## src/rtl/spi_pkg.sv

```systemverilog
// Shared types for the SPI stream sequencer: FSM states and controller register map.
package spi_pkg;

  typedef enum logic [2:0] {
    CFG_WAIT,
    CFG_MODE,
    CFG_RATIO,
    IDLE,
    REQ,
    WAIT_RX
  } state_t;

  localparam logic [2:0] REG_MODE  = 3'd3;
  localparam logic [2:0] REG_RATIO = 3'd4;

endpackage

```

## src/rtl/spi_stream_fifo.sv

```systemverilog
// Synchronous FIFO with extra pointer bit for full/empty; push accepted when full if a pop happens
// the same cycle; pop of an empty FIFO is ignored (no write-through bypass).
module spi_stream_fifo #(
  parameter int WIDTH = 8,
  parameter int DEPTH = 16
) (
  input  logic                     i_clk,
  input  logic                     i_rst_n,
  input  logic                     i_push,
  input  logic [WIDTH-1:0]         i_data,
  input  logic                     i_pop,
  output logic [WIDTH-1:0]         o_data,
  output logic                     o_full,
  output logic                     o_empty,
  output logic [$clog2(DEPTH):0]   o_count
);

  localparam int AW = $clog2(DEPTH);
  localparam int CW = AW + 1;

  logic [CW-1:0]    r_wptr;
  logic [CW-1:0]    r_rptr;
  logic [WIDTH-1:0] r_mem [DEPTH];
  logic             w_do_push;
  logic             w_do_pop;

  assign o_count   = r_wptr - r_rptr;
  assign o_empty   = (r_wptr == r_rptr);
  assign o_full    = (o_count == CW'(DEPTH));
  assign w_do_pop  = i_pop && !o_empty;
  assign w_do_push = i_push && (!o_full || w_do_pop);
  assign o_data    = r_mem[r_rptr[AW-1:0]];

  always_ff @(posedge i_clk) begin
    if (!i_rst_n) begin
      r_wptr <= '0;
      r_rptr <= '0;
    end else begin
      if (w_do_push) r_wptr <= r_wptr + CW'(1);
      if (w_do_pop)  r_rptr <= r_rptr + CW'(1);
    end
  end

  always_ff @(posedge i_clk) begin
    if (w_do_push) r_mem[r_wptr[AW-1:0]] <= i_data;
  end

endmodule

```

## src/rtl/spi_stream_sequencer.sv

```systemverilog
// Drives spi_controller_top from a byte stream: programs mode/ratio, then one request_tx handshake per byte,
// returning received bytes through an RX FIFO whose slot is reserved before each transfer starts.
module spi_stream_sequencer
  import spi_pkg::*;
#(
  parameter int DEPTH         = 16,
  parameter int DEFAULT_MODE  = 0,
  parameter int DEFAULT_RATIO = 4,
  parameter int TIMEOUT       = 4096
) (
  input  logic       i_clk,
  input  logic       i_rst_n,
  input  logic [1:0] i_cfg_mode,
  input  logic [7:0] i_cfg_ratio,
  input  logic       i_cfg_start,
  output logic       o_cfg_done,
  input  logic [7:0] i_tx_data,
  input  logic       i_tx_valid,
  output logic       o_tx_ready,
  output logic [7:0] o_rx_data,
  output logic       o_rx_valid,
  input  logic       i_rx_ready,
  output logic       o_busy,
  output logic       o_err,
  output logic       o_ctl_ws_n,
  output logic       o_ctl_rs_n,
  output logic [2:0] o_ctl_addr,
  output logic [7:0] o_ctl_data,
  output logic       o_ctl_request_tx,
  input  logic [7:0] i_ctl_data,
  input  logic       i_ctl_ready,
  input  logic       i_ctl_rx_valid
);

  localparam int CW = $clog2(DEPTH) + 1;
  localparam int TW = $clog2(TIMEOUT + 1);

  state_t        r_state, w_next;
  logic [1:0]    r_wcnt;
  logic [1:0]    r_mode;
  logic [7:0]    r_ratio;
  logic [7:0]    r_tx_byte;
  logic [TW-1:0] r_tmo;
  logic [CW-1:0] r_resv;
  logic          r_rxv_d, r_cfg_done, r_busy, r_err;

  logic          w_tx_pop, w_rx_push, w_start, w_abort, w_tmo_hit, w_rx_free;
  logic [7:0]    w_tx_rd_dat, w_rx_rd_dat;
  logic          w_tx_full, w_tx_empty, w_rx_full, w_rx_empty;
  logic [CW-1:0] w_tx_count, w_rx_count;
  logic          w_unused;

  spi_stream_fifo #(.WIDTH(8), .DEPTH(DEPTH)) u_tx_fifo (
    .i_clk(i_clk), .i_rst_n(i_rst_n),
    .i_push(i_tx_valid && o_tx_ready), .i_data(i_tx_data), .i_pop(w_tx_pop),
    .o_data(w_tx_rd_dat), .o_full(w_tx_full), .o_empty(w_tx_empty), .o_count(w_tx_count)
  );

  spi_stream_fifo #(.WIDTH(8), .DEPTH(DEPTH)) u_rx_fifo (
    .i_clk(i_clk), .i_rst_n(i_rst_n),
    .i_push(w_rx_push), .i_data(i_ctl_data), .i_pop(i_rx_ready),
    .o_data(w_rx_rd_dat), .o_full(w_rx_full), .o_empty(w_rx_empty), .o_count(w_rx_count)
  );

  assign w_unused   = ^{w_tx_count, w_rx_full};
  assign o_tx_ready = !w_tx_full;
  assign o_rx_valid = !w_rx_empty;
  assign o_rx_data  = w_rx_empty ? 8'h00 : w_rx_rd_dat;
  assign o_cfg_done = r_cfg_done;
  assign o_busy     = r_busy;
  assign o_err      = r_err;
  assign o_ctl_rs_n = 1'b1;
  // In-flight bytes count against RX space so a completed transfer always has a slot.
  assign w_rx_free  = (w_rx_count + r_resv) < CW'(DEPTH);
  assign w_tmo_hit  = (r_tmo == TW'(TIMEOUT - 1));

  always_comb begin
    w_next           = r_state;
    o_ctl_ws_n       = 1'b1;
    o_ctl_addr       = 3'd0;
    o_ctl_data       = 8'h00;
    o_ctl_request_tx = 1'b0;
    w_tx_pop         = 1'b0;
    w_rx_push        = 1'b0;
    w_start          = 1'b0;
    w_abort          = 1'b0;
    case (r_state)
      CFG_WAIT: if (i_ctl_ready) w_next = CFG_MODE;
      CFG_MODE: begin
        o_ctl_addr = REG_MODE;
        o_ctl_data = {6'b0, r_mode};
        o_ctl_ws_n = (r_wcnt == 2'd2);
        if (r_wcnt == 2'd2) w_next = CFG_RATIO;
      end
      CFG_RATIO: begin
        o_ctl_addr = REG_RATIO;
        o_ctl_data = r_ratio;
        o_ctl_ws_n = (r_wcnt == 2'd2);
        if (r_wcnt == 2'd2) w_next = IDLE;
      end
      IDLE: begin
        if (i_cfg_start) begin
          w_next = CFG_WAIT;
        end else if (!w_tx_empty && i_ctl_ready && w_rx_free) begin
          w_tx_pop = 1'b1;
          w_start  = 1'b1;
          w_next   = REQ;
        end
      end
      REQ: begin
        o_ctl_request_tx = 1'b1;
        o_ctl_data       = r_tx_byte;
        if (w_tmo_hit) begin
          w_abort = 1'b1;
          w_next  = IDLE;
        end else if (!i_ctl_ready) begin
          w_next = WAIT_RX;
        end
      end
      WAIT_RX: begin
        o_ctl_data = r_tx_byte;
        if (i_ctl_rx_valid && !r_rxv_d) begin
          w_rx_push = 1'b1;
          w_next    = IDLE;
        end else if (w_tmo_hit) begin
          w_abort = 1'b1;
          w_next  = IDLE;
        end
      end
      default: w_next = CFG_WAIT;
    endcase
  end

  always_ff @(posedge i_clk) begin
    if (!i_rst_n) begin
      r_state    <= CFG_WAIT;
      r_wcnt     <= 2'd0;
      r_mode     <= 2'(DEFAULT_MODE);
      r_ratio    <= 8'(DEFAULT_RATIO);
      r_tx_byte  <= 8'h00;
      r_tmo      <= '0;
      r_resv     <= '0;
      r_rxv_d    <= 1'b0;
      r_cfg_done <= 1'b0;
      r_busy     <= 1'b0;
      r_err      <= 1'b0;
    end else begin
      r_state <= w_next;
      r_rxv_d <= i_ctl_rx_valid;
      r_err   <= w_abort;
      r_busy  <= (r_state != IDLE) || !w_tx_empty;
      if ((r_state == CFG_MODE || r_state == CFG_RATIO) && r_wcnt != 2'd2) r_wcnt <= r_wcnt + 2'd1;
      else r_wcnt <= 2'd0;
      if (r_state == IDLE && i_cfg_start) begin
        r_mode     <= i_cfg_mode;
        r_ratio    <= i_cfg_ratio;
        r_cfg_done <= 1'b0;
      end
      if (r_state == CFG_RATIO && r_wcnt == 2'd2) r_cfg_done <= 1'b1;
      if (w_start) r_tx_byte <= w_tx_rd_dat;
      // Each handshake phase gets its own timeout budget.
      if (w_next != r_state) r_tmo <= '0;
      else if (r_state == REQ || r_state == WAIT_RX) r_tmo <= r_tmo + TW'(1);
      if (w_start) r_resv <= r_resv + CW'(1);
      else if (w_rx_push || w_abort) r_resv <= r_resv - CW'(1);
    end
  end

endmodule

```

## config.mk

```make
export PLATFORM = sky130hd
export DESIGN_NAME = spi_stream_sequencer
export DESIGN_NICKNAME = d
export VERILOG_FILES = /design/src/rtl/spi_pkg.sv /design/src/rtl/spi_stream_fifo.sv /design/src/rtl/spi_stream_sequencer.sv
export SDC_FILE = /design/constraint.sdc
export NUM_CORES = 1
export LEC_CHECK = 0
export CELL_PAD_IN_SITES_DETAIL_PLACEMENT = 2
export CELL_PAD_IN_SITES_GLOBAL_PLACEMENT = 2
export CORE_AREA = 4 4 180 182
export CTS_BUF_LIST = sky130_fd_sc_hd__clkbuf_16
export DETAILED_ROUTE_END_ITERATION = 8
export DIE_AREA = 0 0 184 186
export HOLD_SLACK_MARGIN = 0.15
export MAX_ROUTING_LAYER = met4
export PLACE_DENSITY = 0.74
export SLEW_MARGIN = 20
export SYNTH_ARGS = -nofsm -noshare
export SYNTH_HDL_FRONTEND = slang
export SYNTH_SLANG_ARGS = --single-unit
```

## constraint.sdc

```tcl
create_clock -name i_clk -period 7.9 [get_ports i_clk]
set_input_delay 1.58 -clock i_clk [delete_from_list [all_inputs] [get_ports i_clk]]
set_output_delay 1.58 -clock i_clk [all_outputs]
set_load 0.02 [all_outputs]
```

==> impl_metrics.tcl, run 1 <==
set metrics [dict create \
    outcome "complete, no violations" \
    setup_viol 0 \
    skew_ns 0.0189 \
    cp-start-kind "register" \
    holdPathEnd "r_wcnt[0]$_SDFF_PN0_" \
    yosys_warnings 0 \
    tightest_slew_ns 0.998 \
    cts-resized-gates 0 \
    endpoint_kind "primary output" \
    die_y_um 186 \
    path_buf_inv 4 \
    min_path_type "reg -> reg" \
    final_nets 963 \
    drtAntennaViolNets 0 \
    synth_cell_type_count 68 \
    arrival_ns 3.48 \
    antenna_found_initial 0 \
    rr_worst_depth 16 \
    gp_congestion 0.780 \
    clock_sinks 325 \
    cts.htree.levels 2 \
    fmax_ghz 0.198 \
    synth_common_cells "256 x edfxtp_1, 80 x mux4_2, 69 x dfxtp_1" \
    slowest_stage "clkdlybuf4s50_1" \
    gr-total-overflow 0 \
    hpwl_mm 24.0 \
    synth_edf_count 256 \
    relSlewSlack_pct 33.4 \
    fill_cells 2725 \
    cts-buffers-inserted 37 \
    yosys-top-cells-area "edfxtp_1 56%, mux4_2 13%, dfxtp_1 10%" \
    num_antenna_cells 0 \
    drcViolationCount 0 \
    cts-root-buf "clkbuf_16" \
    leakage_nw 5.26 \
    holdPathStages 1 \
    reg2reg_to "r_resv[4]$_SDFFE_PN0P_" \
    grt_pass1_wl_mm 55.1 \
    synth_top_flop_cell "edfxtp_1" \
    multi_input_area_um2 4360 \
    start_util_pct 44.8 \
    clk_latency_ns 0.52 \
    cp_max_fo 36 \
    hp-start "r_wcnt[0]$_SDFF_PN0_" \
    maxSlewViolCount 0 \
    ir_worst_vdd_mv 0.207 \
    port_buffers 58 \
    power_density_nw_per_um2 229 \
    postCtsHoldBufs 0 \
    cp_slowest_stage_delay_ns 0.55 \
    fin_crit_ns 5.06 \
    cts_buffer_depth 3 \
    rsz0062_at_grt "no" \
    core_um2 30600 \
    yosys.area.top_type "edfxtp_1" \
    p_total_mw 3.64 \
    tns_ns 0 \
    startpoint "u_tx_fifo.r_rptr[1]$_SDFFE_PN0P_" \
    vias 7631 \
    grt.total_usage_pct 21.9 \
    r2r_slack_ns 3.50 \
    reg2reg_from "u_rx_fifo.r_wptr[1]$_SDFFE_PN0P_" \
    criticalPathCategory "reg -> out" \
    final_core_util_pct 51.9 \
    postCtsSetupRepairBufs 0 \
    post_drt_wl_per_cell_um 27.1 \
    syn_nets 896 \
    routed_wl_mm 35.9 \
    grt_pass1_vias 8634 \
    final-seq-area_um2 9070 \
    synthCells 835 \
    hold_viol_final 0 \
    min_period_over_period_pct 64.1 \
    rows 64 \
    syn_to_final_growth_pct 15.8 \
    io-pin-count 60 \
    drive_above_1_share_pct 19.4 \
    tritoncts "yes" \
    synth.most_common_cell "edfxtp_1" \
    drv_cap 0 \
    firstDrtPassIters 4 \
    required_ns 6.32 \
    crit_path_cell_trace "buf_4 -> inv_1 -> ha_1 -> nor2b_1 -> or4b_1 -> a21boi_1 -> o2111a_1 -> inv_2 -> clkdlybuf4s50_1" \
    drt_iter0_drc 544 \
    synth-seq-cells 325 \
    syn_area_um2 13700 \
    cp_top_family "buffers and inverters" \
    routed_via_density 5.75 \
    seq_area_frac_synth_pct 66.1 \
    synth.top_cell.area_share_pct 56.0 \
    die_area_um2 34200 \
    path_clk_slew_ns 0.06 \
    die_w_um 184 \
    grt_start_max_net_pins 37 \
    synth.avg_cell_area_um2 16.4 \
    async_flop_share_pct 0 \
]
==> cells by family after synthesis <==
logic type               share of synthesized area (%)
buffers and inverters                             2.10
flip-flops                                        66.1
XOR/XNOR                                          1.71
adder cells (fa/ha/maj)                           2.66
AO/OA/AOI/OAI                                     3.42
multiplexers                                      14.8
other                                           0.0273
AND/OR/NAND/NOR                                   9.20
==> state kept, by name, summed over array words and instances (netlist names), 3 cells and up, named ones only <==
name and cells:
u_tx_fifo.r_mem 128, u_rx_fifo.r_rptr 5, r_state 3, u_tx_fifo.r_wptr 5, u_rx_fifo.r_wptr 5, r_tx_byte 8, r_ratio 8, u_rx_fifo.r_mem 128
r_tmo 13, u_tx_fifo.r_rptr 5, r_resv 5
==> report_power, final <==
part / total [mW] / leakage (nW) / internal (mW) / switching (mW)
logic: 0.0872 / 1.78 / 0.0319 / 0.0554
registers: 1.86 / 2.86 / 1.85 / 0.00517
clock network: 1.69 / 0.611 / 0.994 / 0.698
total: 3.64 / 5.26 / 2.88 / 0.759
==> metrics by stage <==
| stage | cell area (um^2) | worst slack (ns) | hold WS (ns) | instances |
|---|---|---|---|---|
| after global routing | 15900 | 2.67 | 0.458 | 1327 |
| final | 15900 | 2.84 | 0.419 | 1327 |
| after CTS | 15900 | 2.80 | 0.428 | 1326 |
| after detailed placement | 14700 | 3.05 | 0.420 | 1258 |
| after floorplan | 13700 | 3.94 | 0.390 | 835 |
| after global placement | 14700 | 3.18 | 0.397 | 1258 |
==> worst register-to-register path, stage by stage (launching register included) <==
cell,delay [ns]
dfxtp_1,0.50
ha_1,0.30
nor2b_1,0.13
o21ai_0,0.21
nor3b_1,0.38
nor2_1,0.09
ha_1,0.22
nor3_1,0.37
a211oi_4,0.14
nor4_2,0.36
mux2i_4,0.23
fa_1,0.46
a21o_1,0.19
a21oi_1,0.25
nor4b_1,0.28
a21oi_1,0.07
o311ai_0,0.14
==> metal layers <==
metal	routed length [um]	global-route usage, %
met1	14500	26.7
met2	19300	38.9
met3	1520	3.07
met4	616	5.06
met5	0	-
==> cell usage in the layout (no fill, tap or decap), drive strengths merged, types with 3 or more instances in the layout <==
| master | n |
|---|---|
| edfxtp | 256 |
| mux4 | 80 |
| dfxtp | 69 |
| clkdlybuf4s50 | 58 |
| nand2 | 44 |
| nor2 | 40 |
| clkbuf | 39 |
| and3 | 28 |
| inv | 28 |
| ha | 26 |
| a21oi | 26 |
| nor3 | 25 |
| nor2b | 21 |
| mux2i | 20 |
| clkinv | 19 |
| xnor2 | 16 |
| nand3 | 16 |
| o21ai | 16 |
| buf | 10 |
| nand4 | 9 |
| xor2 | 8 |
| and2 | 7 |
| nand2b | 7 |
| a22o | 6 |
| or3 | 5 |
| or2 | 4 |
| a21o | 4 |
| o21a | 3 |
| a22oi | 3 |
| bufinv | 3 |
| and4 | 3 |
| a211oi | 3 |
| a21boi | 3 |
==> cell type report <==
cell class | instances | share of cell area [%]
sequential | 325 | 57.1
multi-input combinational | 448 | 27.5
clock buffer | 39 | 6.14
timing repair buffer | 68 | 4.25
tap | 396 | 3.12
clock inverter | 29 | 1.36
inverter | 22 | 0.520
==> how the worst max path moves through the flow <==
stage,endpoint,slack [ns],cells past startpoint
2_1_floorplan,o_tx_ready,3.94,9
3_3_place_gp,r_resv[4]$_SDFFE_PN0P_,3.18,10
3_5_place_dp,r_resv[4]$_SDFFE_PN0P_,3.05,10
4_1_cts,o_tx_ready,2.80,9
5_1_grt,o_tx_ready,2.67,9
6_report,o_tx_ready,2.84,9
No activity file was read; power rests on OpenSTA's default activity.
==> inputs of run 2 (changes only) <==
Settings changed: CORE_AREA 4 4 180 182 to 4 4 188 190, DIE_AREA 0 0 184 186 to 0 0 192 194, PLACE_DENSITY 0.74 to 0.71.
Clock period 7.9 ns to 4.4 ns, I/O delays scaled along.
==> run 2 against run 1 <==
- combinational power rose by 78%
- count of clock-buffer cells in the layout is the same
- hold slack lost 0.0065 ns
- final cell count grew 4.0%
- power increased by 82%
- highest routed layer unchanged
- via count decreased by 1.1%
- wire length fell by 2.5%
- non-clock buffer count grew 2
- register-to-register slack got worse by 3.3 ns
- utilization fell by 4.0 points
- global-route usage down 2.5 points
- sequential share of layout area shrank 0.48 points
==> impl_metrics.tcl, run 2 (synthesis gave the netlist of run 1 again) <==
set metrics [dict create \
    ir_worst_vdd_mv 0.359 \
    post_drt_wl_per_cell_um 25.4 \
    grt_pass1_wl_mm 54.0 \
    r2r_slack_ns 0.22 \
    path_clk_slew_ns 0.06 \
    stdcell_count 1380 \
    holdPathStages 1 \
    layout_common_cells "256 x edfxtp_1, 80 x mux4_2, 67 x dfxtp_1, 58 x clkdlybuf4s50_1, 43 x nand2_1" \
    rr_worst_depth 16 \
    cp_slowest_stage_delay_ns 0.50 \
    syn_to_final_growth_pct 16.8 \
    cts.htree.levels 2 \
    die_y_um 194 \
    setup_slack_ns 0.219 \
    hp-start "r_wcnt[0]$_SDFF_PN0_" \
    reg2reg_from "u_rx_fifo.r_wptr[1]$_SDFFE_PN0P_" \
    clk_latency_ns 0.53 \
    clock_sinks 325 \
    cp-start-kind "register" \
    skew_ns 0.0226 \
    min_path_type "reg -> reg" \
    place_ws_ns -0.0325 \
    routed_wl_mm 35.0 \
    drt_iter0_drc 420 \
    holdPathEnd "r_wcnt[0]$_SDFF_PN0_" \
    cts-root-buf "clkbuf_16" \
    setup_viol 0 \
    mostFrequentLayoutCell "edfxtp_1" \
    tritoncts "yes" \
    reg2reg_to "r_resv[4]$_SDFFE_PN0P_" \
    slowest_stage "dfxtp_1" \
    outcome "complete, no violations" \
    rows 67 \
    routed_via_density 5.47 \
    die_area_um2 37200 \
    io-pin-count 60 \
    final_nets 965 \
    relSlewSlack_pct 34.9 \
    grt_start_max_net_pins 36 \
    hpwl_mm 23.3 \
    arrival_ns 4.56 \
    gr-total-overflow 0 \
    drv_cap 0 \
    cp_top_family "simple AND/OR/NAND/NOR gates" \
    tightest_slew_ns 0.967 \
    firstDrtPassIters 4 \
    power_density_nw_per_um2 412 \
    crit_top_cell "ha_1" \
    endpoint_kind "register" \
    fill_cells 3031 \
    cts-buffers-inserted 37 \
    drive_above_1_share_pct 19.3 \
    fin_crit_ns 4.18 \
    grt.total_usage_pct 19.4 \
    maxSlewViolCount 0 \
    drcViolationCount 0 \
    leakage_nw 5.28 \
    grt_pass1_vias 8694 \
    core_um2 33400 \
    num_antenna_cells 0 \
    criticalPathCategory "reg -> reg" \
    hold_viol_final 0 \
    gp_congestion 0.801 \
    fmax_ghz 0.239 \
    cp_max_fo 8 \
    drtAntennaViolNets 0 \
    dpl.cell_count 1313 \
    cts_buffer_depth 3 \
    start_util_pct 41.0 \
    min_period_over_period_pct 95.0 \
    antenna_found_initial 0 \
    crit_path_cell_trace "ha_1 -> nor2b_1 -> o21ai_1 -> nor3b_4 -> nor2_1 -> ha_1 -> nor3_2 -> a211oi_4 -> nor4_2 -> mux2i_4 -> fa_1 -> a21o_1 -> a21oi_2 -> nor4b_1 -> a21oi_1 -> o311ai_0" \
    required_ns 4.78 \
    path_buf_inv 0 \
    holdWs_ns 0.412 \
    vias 7550 \
    port_buffers 58 \
    die_w_um 192 \
]
-- run 2: metal layers --
layer	track usage [%]	wire length, um	vias up
met2	34.3	18900	126
met3	2.88	1200	52
li1	-	-	3382
met5	-	0	-
met1	23.7	14400	3990
met4	4.12	609	0
-- run 2: stage by stage --
stage                     instance area [um^2]  power, mW  util [%]  setup TNS [ns]
after detailed placement                 14800       3.56      44.1         -0.0325
final                                    16000       6.60      47.9               0
after CTS                                16000       6.68      47.8               0
after global routing                     16000       6.84      47.9         -0.0289
after floorplan                          13700       3.46         -               0
after global placement                   14800       3.54      44.1               0
-- run 2: report_power, final --
group	internal [mW]	switching, mW
combinational	0.0572	0.0981
sequential	3.33	0.00927
clock	1.89	1.22
total	5.27	1.33
-- run 2: how the worst max path moves through the flow --
stage | from | end | slack (ns) | cells after the start
floorplan | u_rx_fifo.r_rptr[1]$_SDFFE_PN0P_ | r_resv[4]$_SDFFE_PN0P_ | 0.52 | 18
global placement | u_rx_fifo.r_rptr[1]$_SDFFE_PN0P_ | r_resv[4]$_SDFFE_PN0P_ | 0.44 | 17
detailed placement | u_rx_fifo.r_wptr[1]$_SDFFE_PN0P_ | r_resv[4]$_SDFFE_PN0P_ | -0.03 | 16
CTS | u_rx_fifo.r_wptr[1]$_SDFFE_PN0P_ | r_resv[4]$_SDFFE_PN0P_ | 0.01 | 16
global route | u_rx_fifo.r_rptr[1]$_SDFFE_PN0P_ | r_resv[4]$_SDFFE_PN0P_ | -0.03 | 17
finish | u_rx_fifo.r_wptr[1]$_SDFFE_PN0P_ | r_resv[4]$_SDFFE_PN0P_ | 0.22 | 16
-- run 2: what timing repair did --
action / 4_1_cts / 5_1_grt
setup buffers: 0 / 0
setup endpoints to repair: 1 / 1
resized for setup: 2 / 5
hold buffers: 0 / 0
hold endpoints to repair: 0 / 0
-- run 2: layout make-up --
type                            instances  area (um^2)  share of cell area, %
Sequential cell                       325         9070                   56.6
Multi-Input combinational cell        448         4390                   27.4
Clock buffer                           39          976                   6.09
Timing Repair Buffer                   70          683                   4.27
Tap cell                              448          561                   3.50
Clock inverter                         28          251                   1.57
Inverter                               22         82.6                  0.516
